### config.mk
export PLATFORM = sky130hd
export DESIGN_NAME = sdf_stage_ctrl_flat
export DESIGN_NICKNAME = d
export VERILOG_FILES = /design/src/rtl/sdf_stage_ctrl_if.sv /design/src/rtl/sdf_stage_ctrl.sv /design/src/flat_wrapper.sv
export SDC_FILE = /design/constraint.sdc
export NUM_CORES = 1
export LEC_CHECK = 0
export CAP_MARGIN = 20
export CORE_MARGIN = 3
export CORE_UTILIZATION = 42
export DETAILED_ROUTE_END_ITERATION = 6
export PLACE_DENSITY = 0.66
export SLEW_MARGIN = 20
export SYNTH_ARGS = -nofsm -noshare
export SYNTH_HDL_FRONTEND = slang
export SYNTH_SLANG_ARGS = --single-unit
export TNS_END_PERCENT = 1
### constraint.sdc
create_clock -name clk -period 2.8 [get_ports clk]
set_input_delay 0.7 -clock clk [delete_from_list [all_inputs] [get_ports clk]]
set_output_delay 0.7 -clock clk [all_outputs]
set_load 0.02 [all_outputs]
### src/rtl/sdf_stage_ctrl_if.sv
// Sample-framing and control bundle between an SDF FFT stage and its sequencer.
// master drives the input framing; slave (the sequencer) drives the stage controls.
interface sdf_stage_ctrl_if #(
    parameter int TW_AW = 5
);
    logic             in_valid;
    logic             in_sof;
    logic             bf_sel;
    logic [TW_AW-1:0] tw_addr;
    logic             out_valid;
    logic             out_sof;
    logic             out_eof;
    logic             err;

    modport master (
        output in_valid, in_sof,
        input  bf_sel, tw_addr, out_valid, out_sof, out_eof, err
    );

    modport slave (
        input  in_valid, in_sof,
        output bf_sel, tw_addr, out_valid, out_sof, out_eof, err
    );
endinterface

### src/rtl/sdf_stage_ctrl.sv
// Sequencer for one radix-2 SDF FFT stage: butterfly select, twiddle address, output framing.
// Define SDF_CTRL_ERR_EN to enable framing-error detection and recovery.
//
//   state | meaning
//   ------+--------------------------------------------------------------
//   IDLE  | waiting for an accepted in_sof; previous flush may still run
//   FILL  | first DELAY samples of a block go into the delay line
//   BFLY  | second DELAY samples combine with the delay-line output
module sdf_stage_ctrl #(
    parameter int N     = 64,
    parameter int DELAY = 8,
    parameter int TW_AW = $clog2(N / 2)
) (
    input logic            clk,
    input logic            rst,
    sdf_stage_ctrl_if.slave bus
);
    localparam int STRIDE = N / (2 * DELAY);
    localparam int BLKS   = N / (2 * DELAY);
    localparam int CW     = $clog2(DELAY);
    localparam int BW     = (BLKS > 1) ? $clog2(BLKS) : 1;
    localparam int FW     = $clog2(DELAY + 1);

    localparam logic [1:0] S_IDLE = 2'd0;
    localparam logic [1:0] S_FILL = 2'd1;
    localparam logic [1:0] S_BFLY = 2'd2;

    logic [1:0]    state;
    logic [CW-1:0] cnt;
    logic [BW-1:0] blk;
    logic [FW-1:0] flush_left;
    logic          last_blk_flush;

    wire cnt_last = (cnt == CW'(DELAY - 1));
    wire blk_last = (blk == BW'(BLKS - 1));

    always_ff @(posedge clk or posedge rst) begin
        if (rst) begin
            state          <= S_IDLE;
            cnt            <= '0;
            blk            <= '0;
            flush_left     <= '0;
            last_blk_flush <= 1'b0;
        end else begin
            // The delay line drains one sample per clock no matter what the input does.
            if (flush_left != '0)
                flush_left <= flush_left - 1'b1;

            case (state)
                S_IDLE: begin
                    if (bus.in_valid && bus.in_sof) begin
                        cnt   <= CW'(1);
                        blk   <= '0;
                        state <= S_FILL;
                    end
                end
                S_FILL, S_BFLY: begin
`ifdef SDF_CTRL_ERR_EN
                    if (!bus.in_valid) begin
                        state      <= S_IDLE;
                        cnt        <= '0;
                        blk        <= '0;
                        flush_left <= '0;
                    end else if (bus.in_sof) begin
                        state      <= S_FILL;
                        cnt        <= CW'(1);
                        blk        <= '0;
                        flush_left <= '0;
                    end else
`endif
                    begin
                        if (cnt_last) begin
                            cnt <= '0;
                            if (state == S_FILL) begin
                                state <= S_BFLY;
                            end else begin
                                flush_left     <= FW'(DELAY);
                                last_blk_flush <= blk_last;
                                if (blk_last) begin
                                    state <= S_IDLE;
                                end else begin
                                    blk   <= blk + 1'b1;
                                    state <= S_FILL;
                                end
                            end
                        end else begin
                            cnt <= cnt + 1'b1;
                        end
                    end
                end
                default: state <= S_IDLE;
            endcase
        end
    end

    // While flushing, the line output is sample (DELAY - flush_left) of the stored half-block.
    assign bus.bf_sel    = (state == S_BFLY);
    assign bus.out_valid = (state == S_BFLY) || (flush_left != '0);
    assign bus.tw_addr   = (flush_left != '0)
                         ? TW_AW'((DELAY - int'(flush_left)) * STRIDE)
                         : '0;
    assign bus.out_sof   = (state == S_BFLY) && (blk == '0) && (cnt == '0);
    assign bus.out_eof   = (flush_left == FW'(1)) && last_blk_flush;

`ifdef SDF_CTRL_ERR_EN
    // Flagged on the offending sample itself so the upstream source can tag it.
    assign bus.err = (state != S_IDLE) && (!bus.in_valid || bus.in_sof);
`else
    assign bus.err = 1'b0;
`endif
endmodule

### src/flat_wrapper.sv
// flat-port wrapper written by rule: the top's interface ports become plain ports
module sdf_stage_ctrl_flat 
#(
    parameter int N     = 64,
    parameter int DELAY = 8,
    parameter int TW_AW = $clog2(N / 2)
)
  (clk, rst, bus_in_valid, bus_in_sof, bus_bf_sel, bus_tw_addr, bus_out_valid, bus_out_sof, bus_out_eof, bus_err);
  sdf_stage_ctrl_if #(.TW_AW(TW_AW)) bus_i ();
  input logic clk;
  input logic rst;
  input wire logic [$bits(bus_i.in_valid)-1:0] bus_in_valid;
  input wire logic [$bits(bus_i.in_sof)-1:0] bus_in_sof;
  output wire logic [$bits(bus_i.bf_sel)-1:0] bus_bf_sel;
  output wire logic [$bits(bus_i.tw_addr)-1:0] bus_tw_addr;
  output wire logic [$bits(bus_i.out_valid)-1:0] bus_out_valid;
  output wire logic [$bits(bus_i.out_sof)-1:0] bus_out_sof;
  output wire logic [$bits(bus_i.out_eof)-1:0] bus_out_eof;
  output wire logic [$bits(bus_i.err)-1:0] bus_err;
  assign bus_i.in_valid = bus_in_valid;
  assign bus_i.in_sof = bus_in_sof;
  assign bus_bf_sel = bus_i.bf_sel;
  assign bus_tw_addr = bus_i.tw_addr;
  assign bus_out_valid = bus_i.out_valid;
  assign bus_out_sof = bus_i.out_sof;
  assign bus_out_eof = bus_i.out_eof;
  assign bus_err = bus_i.err;
  sdf_stage_ctrl #(.N(N), .DELAY(DELAY), .TW_AW(TW_AW)) u_core (.clk(clk), .rst(rst), .bus(bus_i));
endmodule
==> qor.yml <==
setup_path:
  critical_path.top_delay_family: "simple AND/OR/NAND/NOR gates"
  cp_max_fo: 4
  worstPathArrival_ps: 1960
  worstPathBufferInverterCount: 2
  delay_of_the_slowest_critical_path_stage_ps: 490
  cp_slowest_cell: "sky130_fd_sc_hd__or3b_2"
  worstRegToRegCells: 5
  worst_r2r_startpoint: "u_core.state[0]$_DFFE_PP0P_"
  timing.critical_path.cells: "inv_1 -> ha_2 -> or3b_2 -> ha_1 -> dlygate4sd2_1"
  worst-r2r-setup-slack_ps: 1020
  start_kind: "flop"
  worstSetupPathType: "reg2out"
  crit-reg2reg-capture: "u_core.blk[1]$_DFFE_PP0P_"
  worstPathRequired_ps: 2100
  endpoint_class_of_the_critical_path: "primary output"
global_route:
  first_pass_grt_wire_length_um: 2560
  total_routing_resource_utilization_after_global_routing_pct: 13.9
  grt_pass1_vias: 574
  pin_count_of_the_biggest_net_entering_global_routing: 13
  grt_remaining_overflow: 0
  antenna_violations_before_repair: 0
min_path:
  startpoint_of_the_tightest_hold_check_path: "u_core.last_blk_flush$_DFFE_PP0P_"
  min-delay-path-class: "reg2reg"
  timing.hold.worst_endpoint: "u_core.last_blk_flush$_DFFE_PP0P_"
  hold_path_depth: 1
routing:
  detail_route.drc_violations: 0
  dr_total_vias: 581
  detail_route.wl_per_cell_um: 12.1
  drt_first_pass_iters: 4
  detail_route.vias_per_cell: 4.92
  route.final.wire_length_um: 1430
  drt.antenna.violating_nets: 0
  first_iter_violations: 9
timing:
  timing.clock.skew_ps: 3.78
  report.final.setup_viol: 0
  final_hold_viol_count: 0
  timing.fmax_ghz: 0.375
  rsz_0062_raised_after_global_routing: "no"
  timing.setup.tns_ps: 0
  max_slew_margin_pct: 62.6
  finalCritPeriodShare_pct: 95.2
  timing.final.max_slew_violations: 0
  least_margin_pin_slew_ps: 560
  fin_crit_ps: 2660
yosys:
  post_synthesis_cell_type_with_the_largest_combined_area: "sky130_fd_sc_hd__dfrtp_1"
  synth_top_family_by_area: "adder cells"
  yosys.cell_count.top_type: "sky130_fd_sc_hd__ha_1"
  yosys-top-cells-count: "sky130_fd_sc_hd__ha_1, sky130_fd_sc_hd__dfrtp_1, sky130_fd_sc_hd__inv_1"
  seq_area_frac_synth_pct: 37.7
  synthAdderAreaFrac_pct: 20.4
  postSynth.topFlopCell: "sky130_fd_sc_hd__dfrtp_1"
  synth_xor_xnor_area_share_pct: 1.10
  synthTopCellsByArea: "sky130_fd_sc_hd__dfrtp_1, sky130_fd_sc_hd__ha_1, sky130_fd_sc_hd__inv_1"
  postSynthRegisterBits: 12
  mux_cell_area_share_after_synthesis_pct: 2.83
  post-synth-top-area-fraction_pct: 37.7
  synthesis.area_um2: 796
  synthCells: 80
  synth_edf_count: 0
  async_reset_ff_share_pct: 100
  synth_compound_area_share_pct: 11.2
  yosysWarningCount: 0
  synth.distinct_cells: 28
  synthSimpleGateAreaFrac_pct: 18.7
  syn_area_per_cell_um2: 9.95
finish:
  regArea_um2: 300
  multi_input_area_um2: 445
  post_layout_net_count: 111
  flow.area_growth_from_synthesis_pct: 18.7
  final_layout_size_suffix_gt1_share_pct: 12.9
  insertedDiodeCount: 0
  nFillCells: 175
  design_area_um2: 945
clocking:
  buffers_from_clock_root_to_sink_at_most: 2
  number_of_clock_sinks: 12
  tritoncts: "built"
  clock_latency_at_the_later_pin_of_the_worst_skew_pair_ps: 270
  cts_htree_levels: 1
  cts_buffers: 3
  cts-hold-fix-buffers: 0
  ctsResizeCount: 2
  clock_tree_root_buffer_cell: "sky130_fd_sc_hd__clkbuf_4"
  worst_setup_hold_path_clk_slew_ps: 70
  post_cts.repair.setup_buffers: 0
status:
  result_of_the_run: "completed"
floorplan:
  die_height_um: 49.5
  core_area_um2: 1760
  initial_core_util_pct: 45.1
  chipWidth_um: 49.5
  die_area_um2: 2450
  placementRows: 15
  io_pins: 14
power_and_ir_drop:
  p_leak_nw: 0.457
  power_density_nw_per_um2: 1180
  worst_ir_drop_vdd_mv: 0.666
placement:
  gpl.final_weighted_congestion: 0.758
  placement.io_buffers: 10
  dp.final_hpwl_um: 1120
  place_area_um2: 912
run:
  max_cap_viol_count: 0
report_power, final:
part	leakage (nW)	switching, mW	internal (mW)
registers	0.146	0.0563	0.249
clock network	0.0210	0.0550	0.0791
logic	0.289	0.363	0.315
total	0.457	0.474	0.644
placed cells by master, fill, tap and decap left out, drive strengths merged, types with 3 or more instances in the layout:
cell type,n
clkdlybuf4s50,8
clkbuf,5
nor3,3
dfrtp,12
nand2,4
inv,10
ha,13
o21ai,5
or2,3
nor2,4
conb,3
metrics by stage:
stage               cells  setup WS [ps]  power (mW)  utilization [%]  hold slack [ps]
global route          118           47.4        1.23             53.5              530
finish                118            136        1.12             53.5              514
global placement      114            156       0.992             51.7              497
floorplan              82            657       0.797                -              471
CTS                   118           24.0        1.13             53.6              519
detailed placement    114            111        1.00             51.7              502
layout make-up:
class                           count  area share [%]
Multi-Input combinational cell     57            47.2
Sequential cell                    12            31.8
Timing Repair Buffer               10            9.93
Inverter                           10            3.97
Clock buffer                        4            3.84
Tap cell                           25            3.31
metal layers:
| layer | GRT usage (%) | up-vias | wire length, µm |
|---|---|---|---|
| met1 | 17.6 | 271 | 708 |
| met5 | 0 | - | 0 |
| met2 | 20.3 | 8 | 641 |
| li1 | - | 297 | - |
| met3 | 5.44 | 5 | 51 |
| met4 | 6.91 | 0 | 30 |
worst register-to-register path, stage by stage, from the launching register on:
cell	delay, ps
sky130_fd_sc_hd__dfrtp_1	370
sky130_fd_sc_hd__inv_1	100
sky130_fd_sc_hd__ha_1	390
sky130_fd_sc_hd__nor2b_4	180
sky130_fd_sc_hd__or3_1	390
sky130_fd_sc_hd__o32ai_1	260
worst max path at each step:
stage                                         from        endpoint  slack, ps  cells after the start
floorplan           u_core.flush_left[0]$_DFF_PP0_   bus_out_valid        660                      4
global placement    u_core.flush_left[0]$_DFF_PP0_   bus_out_valid        160                      5
detailed placement  u_core.flush_left[0]$_DFF_PP0_   bus_out_valid        110                      5
CTS                 u_core.flush_left[0]$_DFF_PP0_   bus_out_valid         20                      5
global route        u_core.flush_left[1]$_DFF_PP0_  bus_tw_addr[2]         50                      5
finish              u_core.flush_left[0]$_DFF_PP0_  bus_tw_addr[2]        140                      5
sequential cells by signal, indices dropped and copies added (netlist names):
signal / count
u_core.blk: 2
u_core.flush_left: 4
u_core.cnt: 3
u_core.last_blk_flush: 1
u_core.state: 2
cells by family (layout without fill, tap and decap cells):
kind of cell / after synthesis / count (layout)
AO/OA/AOI/OAI: 13 / 13
XOR/XNOR: 1 / 1
adder cells (fa/ha/maj): 13 / 13
buffers and inverters: 13 / 24
flip-flops: 12 / 12
multiplexers: 2 / 2
other: 1 / 3
AND/OR/NAND/NOR: 25 / 25
No activity file was read; power rests on OpenSTA's default activity.
